## config.mk

```make
export PLATFORM = sky130hd
export DESIGN_NAME = alu_exec_ctrl
export DESIGN_NICKNAME = d
export VERILOG_FILES = /design/src/rtl/alu_pkg.sv /design/src/rtl/alu_regfile.sv /design/src/rtl/alu_exec_ctrl.sv
export SDC_FILE = /design/constraint.sdc
export NUM_CORES = 1
export LEC_CHECK = 0
export CAP_MARGIN = 20
export CORE_MARGIN = 3
export CORE_UTILIZATION = 47
export DETAILED_ROUTE_END_ITERATION = 16
export MAX_ROUTING_LAYER = met4
export PLACE_DENSITY = 0.86
export RECOVER_POWER = 50
export SYNTH_ARGS = -nofsm -noshare
export SYNTH_HDL_FRONTEND = slang
export SYNTH_HIERARCHICAL = 1
export SYNTH_SLANG_ARGS = --single-unit
```

## constraint.sdc

```tcl
create_clock -name clk -period 3.05 [get_ports clk]
set_input_delay 0.305 -clock clk [delete_from_list [all_inputs] [get_ports clk]]
set_output_delay 0.305 -clock clk [all_outputs]
set_load 0.005 [all_outputs]
```

## src/rtl/alu_pkg.sv

```systemverilog
// Shared definitions for the 8-bit ALU and its execute/writeback controller:
// opcodes, flag bit positions, FSM encoding and the instruction word layout.
package alu_pkg;

  localparam int unsigned OP_W     = 4;
  localparam int unsigned REG_AW   = 2;
  localparam int unsigned NUM_REGS = 4;
  localparam int unsigned FLAG_W   = 2;
  localparam int unsigned INSTR_W  = 8;

  localparam int unsigned FLAG_Z = 1;
  localparam int unsigned FLAG_N = 0;

  localparam logic [OP_W-1:0] OP_NOP   = 4'b0000;
  localparam logic [OP_W-1:0] OP_ADD   = 4'b0001;
  localparam logic [OP_W-1:0] OP_SUB   = 4'b0010;
  localparam logic [OP_W-1:0] OP_NAND  = 4'b0011;
  localparam logic [OP_W-1:0] OP_SHL   = 4'b0100;
  localparam logic [OP_W-1:0] OP_SHR   = 4'b0101;
  localparam logic [OP_W-1:0] OP_OUT   = 4'b0110;
  localparam logic [OP_W-1:0] OP_IN    = 4'b0111;
  localparam logic [OP_W-1:0] OP_MOV   = 4'b1000;
  localparam logic [OP_W-1:0] OP_STORE = 4'b1001;

  typedef enum logic [1:0] {
    S_IDLE     = 2'b00,
    S_EXEC     = 2'b01,
    S_WAIT_OUT = 2'b10,
    S_WAIT_IN  = 2'b11
  } state_t;

  typedef struct packed {
    logic [OP_W-1:0]   opcode;
    logic [REG_AW-1:0] rd;
    logic [REG_AW-1:0] rs;
  } instr_t;

  // Opcodes whose ALU result is written back to R[rd] during EXEC.
  function automatic logic op_writes_alu(input logic [OP_W-1:0] op);
    case (op)
      OP_ADD, OP_SUB, OP_NAND, OP_SHL, OP_SHR, OP_MOV: op_writes_alu = 1'b1;
      default:                                         op_writes_alu = 1'b0;
    endcase
  endfunction

endpackage

```

## src/rtl/alu_regfile.sv

```systemverilog
// 4-entry architectural register file: two asynchronous read ports, one
// synchronous write port, all entries cleared by reset.
module alu_regfile
  import alu_pkg::*;
#(
  parameter int unsigned DATA_W = 8
) (
  input  logic                         clk,
  input  logic                         rst_n,
  input  logic                         we,
  input  logic [REG_AW-1:0]            waddr,
  input  logic [DATA_W-1:0]            wdata,
  input  logic [REG_AW-1:0]            raddr_a,
  input  logic [REG_AW-1:0]            raddr_b,
  output logic [DATA_W-1:0]            rdata_a_c,
  output logic [DATA_W-1:0]            rdata_b_c,
  output logic [NUM_REGS*DATA_W-1:0]   regs_c
);

  logic [DATA_W-1:0] mem [NUM_REGS];

  always_ff @(posedge clk or negedge rst_n) begin
    if (!rst_n) begin
      for (int unsigned i = 0; i < NUM_REGS; i++) begin
        mem[i] <= '0;
      end
    end else if (we) begin
      mem[waddr] <= wdata;
    end
  end

  assign rdata_a_c = mem[raddr_a];
  assign rdata_b_c = mem[raddr_b];

  // Flattened view, R3 in the top slice.
  for (genvar g = 0; g < NUM_REGS; g++) begin : g_flat
    assign regs_c[g*DATA_W +: DATA_W] = mem[g];
  end

endmodule

```

## src/rtl/alu_exec_ctrl.sv

```systemverilog
// Execute/writeback controller in front of the 8-bit ALU: accepts one
// instruction at a time, drives the ALU, writes back results and flags.
module alu_exec_ctrl
  import alu_pkg::*;
#(
  parameter int unsigned DATA_W     = 8,
  parameter int unsigned IN_TIMEOUT = 0
) (
  input  logic                       clk,
  input  logic                       rst_n,
  input  logic                       instr_valid,
  input  logic [INSTR_W-1:0]         instr,
  output logic                       instr_ready,
  output logic [DATA_W-1:0]          alu_a,
  output logic [DATA_W-1:0]          alu_b,
  output logic [OP_W-1:0]            alu_sel,
  input  logic [DATA_W-1:0]          alu_y,
  input  logic [FLAG_W-1:0]          alu_flag,
  input  logic                       in_valid,
  input  logic [DATA_W-1:0]          in_data,
  output logic                       in_ready,
  output logic                       out_valid,
  output logic [DATA_W-1:0]          out_data,
  output logic [REG_AW-1:0]          out_addr,
  output logic                       out_is_store,
  input  logic                       out_ready,
  output logic [FLAG_W-1:0]          flags,
  output logic                       in_timeout,
  output logic [NUM_REGS*DATA_W-1:0] dbg_regs
);

  localparam int unsigned CNT_W = (IN_TIMEOUT > 1) ? $clog2(IN_TIMEOUT) : 1;

  state_t            state;
  instr_t            instr_s;
  instr_t            instr_q;
  logic [CNT_W-1:0]  cnt;
  logic              timeout_hit;

  logic              rf_we;
  logic [DATA_W-1:0] rf_wdata;
  logic [DATA_W-1:0] rd_val;
  logic [DATA_W-1:0] rs_val;

  assign instr_s = instr_t'(instr);

  alu_regfile #(
    .DATA_W (DATA_W)
  ) u_regfile (
    .clk       (clk),
    .rst_n     (rst_n),
    .we        (rf_we),
    .waddr     (instr_q.rd),
    .wdata     (rf_wdata),
    .raddr_a   (instr_q.rd),
    .raddr_b   (instr_q.rs),
    .rdata_a_c (rd_val),
    .rdata_b_c (rs_val),
    .regs_c    (dbg_regs)
  );

  // Operands are read straight from the register file using the captured fields.
  assign alu_a = rd_val;
  assign alu_b = rs_val;

  assign timeout_hit = (IN_TIMEOUT != 0) && (cnt == CNT_W'(IN_TIMEOUT - 1));

  // Writeback source select: ALU result in EXEC, input word (or zero on timeout) in WAIT_IN.
  always_comb begin
    rf_we    = 1'b0;
    rf_wdata = '0;
    case (state)
      S_EXEC: begin
        if (op_writes_alu(instr_q.opcode)) begin
          rf_we    = 1'b1;
          rf_wdata = alu_y;
        end
      end
      S_WAIT_IN: begin
        if (in_valid) begin
          rf_we    = 1'b1;
          rf_wdata = in_data;
        end else if (timeout_hit) begin
          rf_we    = 1'b1;
        end
      end
      default: ;
    endcase
  end

  always_ff @(posedge clk or negedge rst_n) begin
    if (!rst_n) begin
      state        <= S_IDLE;
      instr_q      <= '0;
      cnt          <= '0;
      flags        <= '0;
      instr_ready  <= 1'b1;
      in_ready     <= 1'b0;
      alu_sel      <= '0;
      out_valid    <= 1'b0;
      out_data     <= '0;
      out_addr     <= '0;
      out_is_store <= 1'b0;
      in_timeout   <= 1'b0;
    end else begin
      case (state)
        S_IDLE: begin
          if (instr_valid) begin
            instr_q     <= instr_s;
            alu_sel     <= instr_s.opcode;
            instr_ready <= 1'b0;
            state       <= S_EXEC;
          end
        end

        S_EXEC: begin
          // Single-cycle ops return to IDLE; handshake ops override below.
          alu_sel     <= '0;
          state       <= S_IDLE;
          instr_ready <= 1'b1;
          case (instr_q.opcode)
            OP_ADD, OP_SUB, OP_NAND: flags <= alu_flag;
            OP_SHL, OP_SHR:          flags[FLAG_Z] <= alu_flag[FLAG_Z];
            OP_OUT, OP_STORE: begin
              out_valid    <= 1'b1;
              out_data     <= rd_val;
              out_addr     <= (instr_q.opcode == OP_STORE) ? instr_q.rs : '0;
              out_is_store <= (instr_q.opcode == OP_STORE);
              instr_ready  <= 1'b0;
              state        <= S_WAIT_OUT;
            end
            OP_IN: begin
              cnt         <= '0;
              in_ready    <= 1'b1;
              instr_ready <= 1'b0;
              state       <= S_WAIT_IN;
            end
            default: ;
          endcase
        end

        S_WAIT_OUT: begin
          if (out_ready) begin
            out_valid   <= 1'b0;
            instr_ready <= 1'b1;
            state       <= S_IDLE;
          end
        end

        S_WAIT_IN: begin
          // Data arriving on the last permitted cycle beats the timeout.
          if (in_valid || timeout_hit) begin
            in_ready    <= 1'b0;
            instr_ready <= 1'b1;
            state       <= S_IDLE;
            if (!in_valid) begin
              in_timeout <= 1'b1;
            end
          end else begin
            cnt <= cnt + CNT_W'(1);
          end
        end

        default: begin
          state       <= S_IDLE;
          instr_ready <= 1'b1;
          in_ready    <= 1'b0;
          out_valid   <= 1'b0;
          alu_sel     <= '0;
        end
      endcase
    end
  end

endmodule

```

==> results.py <==
metrics = {
    "status": {
        "run_status": "finished, violations left",
        "violations": "max-capacitance violations, max-slew violations",
    },
    "setup_path": {
        "critPathKind": "flop to flop",
        "critPathMaxFanout": 18,
        "rr_startpoint": "state[0]",
        "end_kind": "flop",
        "required_ns": 3.28,
        "r2r_slack_ns": 0.41,
        "r2r-end": "u_regfile/regs_c[7]",
        "cp_data_arrival_time_ns": 2.87,
        "r2r_cells": 7,
        "startpoint_type": "flop",
    },
    "timing": {
        "grt_setup_unrepaired": "false",
        "relSlewSlack_pct": -7.983,
        "hold_violations": 0,
        "drv_slew": 31,
        "period_needed_ns": 2.641,
        "setup_tns_ns": 0,
        "max_freq_mhz": 378.7,
        "worst_slew_pin_slew_ns": 1.620,
        "finalCritPeriodShare_pct": 86.59,
        "setup_viol": 0,
        "finClkSkew_ns": 0.009188,
    },
    "clock_network": {
        "clock_sinks": 62,
        "clock-root-buffer": "clkbuf_8",
        "path_clk_slew_ns": 0.07,
        "cts_hold_buffers": 0,
        "h-tree-depth": 3,
        "cts_setup_buffers": 0,
        "cts_buffer_depth": 2,
        "clk_latency_ns": 0.35,
        "cts_tree": "built",
        "numCtsBuffers": 9,
        "cts-resized-gates": 0,
    },
    "routing": {
        "drt-initial-drc-count": 149,
        "antenna_left": 0,
        "drt-total-wl_mm": 8.306,
        "vias": 2508,
        "wl_per_cell_um": 19.68,
        "drt-pass1-iter-count": 5,
        "avgViaCountPerCell": 5.943,
        "post-route-drc-count": 0,
    },
    "layout": {
        "final_area_um2": 4405,
        "area_growth_pct": 37.81,
        "layout-drive-gt1-share_pct": 26.38,
        "nets": 372,
        "antenna_cells": 0,
    },
    "synthesis": {
        "async_flop_share_pct": 100.0,
        "syn-cell-area_um2": 3197,
        "ys_ff_latch": 62,
        "synth_cell_types": 45,
        "synth-adder-area-share_pct": 0,
        "synth.area.mux_share_pct": 29.24,
        "syn_area_per_cell_um2": 13.21,
        "syn_inst": 242,
        "synth_compound_area_share_pct": 7.436,
        "synthSimpleGateAreaFrac_pct": 11.78,
        "synth_edf_count": 0,
        "synth_xor_area_share_pct": 0,
        "synth_top_family_by_area": "multiplexers",
        "ys.flop_type": "dfrtp_1",
        "synth_nets": 273,
        "ys_warn_count": 6,
        "synth.yosys.seq_area_share_pct": 48.57,
    },
    "placed_design": {
        "hpwl_mm": 6.124,
        "placement.io_buffers": 98,
        "placed_area_um2": 4230,
        "finalWeightedCongestion": 0.8789,
    },
    "floorplan": {
        "die_width_um": 88.47,
        "die_area_um2": 7827,
        "die_h_um": 88.47,
        "start_util_pct": 49.50,
        "core_area_um2": 6459,
        "rows": 29,
        "io-pin-count": 100,
    },
    "flow_run": {
        "drv_cap": 1,
    },
    "grt": {
        "grt_first_pass_wirelength_mm": 13.63,
        "grt_usage_pct": 24.09,
        "grt_pass1_vias": 2567,
        "grt_max_degree": 34,
        "antenna_found_initial": 0,
        "grt-ovfl-total": 0,
    },
    "power_and_ir_drop": {
        "vdd_drop_max_v": 0.0004905,
        "power_density_nw_per_um2": 936.0,
        "cellLeakagePower_uw": 0.001941,
    },
    "min_path": {
        "hold_path_class": "input pin to asynchronous set/reset pin",
    },
}
[cell type report]
class / count / area (um^2)
timing repair buffer: 103 / 1006
clock inverter: 4 / 47.55
multi-input combinational: 161 / 1546
fill: 471 / 2053
tap: 77 / 96.34
inverter: 4 / 15.01
sequential: 62 / 1553
clock buffer: 11 / 141.4
[registers in the layout, indices dropped and copies added, names as in the netlist]
signal / cells
out_data: 8
state: 2
out_valid: 1
in_ready: 1
flags: 2
instr_ready: 1
instr_q: 8
out_is_store: 1
out_addr: 2
u_regfile/regs_c: 32
alu_sel: 4
[how the worst max path moves through the flow]
stage,from,endpoint,slack [ns],cells after the start
3_5_place_dp,in_valid,u_regfile/regs_c[6],0.50,7
6_report,state[0],u_regfile/regs_c[7],0.41,7
2_1_floorplan,state[1],u_regfile/regs_c[0],0.78,7
4_1_cts,instr_q[2],alu_a[2],0.37,2
5_1_grt,state[0],u_regfile/regs_c[3],0.22,7
3_3_place_gp,in_valid,u_regfile/regs_c[1],0.56,7
[Yosys cell counts (2+ instances only)]
library cell / count / area share [%]
a211oi_1: 2 / 0.47
a21oi_1: 8 / 1.3
a22o_1: 2 / 0.55
buf_1: 4 / 0.47
buf_2: 7 / 1.1
clkbuf_1: 2 / 0.23
clkinv_1: 2 / 0.23
dfrtp_1: 61 / 48
inv_1: 2 / 0.23
mux2_2: 43 / 15
mux2_4: 6 / 2.8
mux4_2: 16 / 11
nand2_1: 16 / 1.9
nand2b_1: 2 / 0.39
nand3_1: 8 / 1.3
nand3b_2: 2 / 0.70
nand4_1: 9 / 1.8
nor2_1: 3 / 0.35
nor2b_1: 7 / 1.4
nor3b_2: 2 / 0.78
o2111ai_1: 8 / 2.2
o21ai_0: 7 / 1.1
[critical path, cell delays in order, from the launching register on]
cell      delay, ns
dfrtp_1        0.55
nor2b_1        0.17
clkbuf_1       0.55
nor2_1         0.13
a21oi_1        0.15
buf_4          0.15
nor3b_4        0.42
mux2_2         0.39
[per-stage QoR]
step	utilization, %	hold WS, ns	setup WS, ns	power, uW	instances
3_3_place_gp	65.50	0.3748	0.5597	3407	407
3_5_place_dp	65.50	0.3795	0.4958	3483	407
5_1_grt	68.21	0.4566	0.2173	4394	422
2_1_floorplan	-	0.009409	0.7755	2504	242
4_1_cts	68.42	0.00004236	0.3687	4199	422
6_report	68.21	0.3567	0.4090	4123	422
[layer usage]
layer / wire, um / track usage (%)
met1: 3514 / 30.41
met2: 4141 / 36.23
met3: 427 / 7.169
met4: 223 / 10.30
met5: 0 / -
[power by group]
group | internal [uW] | switching, uW | leakage (uW)
registers | 1110 | 445 | 0.000816
clock network | 392 | 313 | 0.0000952
logic | 1160 | 695 | 0.00103
total | 2670 | 1450 | 0.00194
[layout by cell type (no fill, tap or decap), types with 2 or more instances in the layout]
| master | netlist | final |
|---|---|---|
| nor2_1 | 3 | 3 |
| mux2_4 | 6 | 6 |
| a211oi_1 | 2 | 2 |
| clkbuf_8 | 0 | 10 |
| buf_4 | 1 | 3 |
| mux2_2 | 43 | 43 |
| inv_1 | 2 | 2 |
| a21oi_1 | 8 | 8 |
| clkbuf_1 | 2 | 3 |
| dfrtp_1 | 61 | 61 |
| o2111ai_1 | 8 | 8 |
| o22a_1 | 1 | 2 |
| nand3_1 | 8 | 8 |
| mux4_2 | 16 | 16 |
| clkinv_2 | 0 | 2 |
| nand2_1 | 16 | 16 |
| nand4_1 | 9 | 9 |
| nand2b_1 | 2 | 2 |
| dlygate4sd3_1 | 0 | 23 |
| clkdlybuf4s50_1 | 0 | 74 |
| a22o_1 | 2 | 2 |
| nand3b_2 | 2 | 2 |
| nor2b_1 | 7 | 7 |
| o21ai_0 | 7 | 7 |
| clkinv_1 | 2 | 2 |
| nor3b_1 | 1 | 2 |
[logic make-up after synthesis]
logic type / count (synthesis)
buffers and inverters: 19
DFF: 62
other: 1
AOI/OAI and AO/OA: 34
muxes: 65
and+or+nand+nor: 61
(Power assumes the default switching activity.)
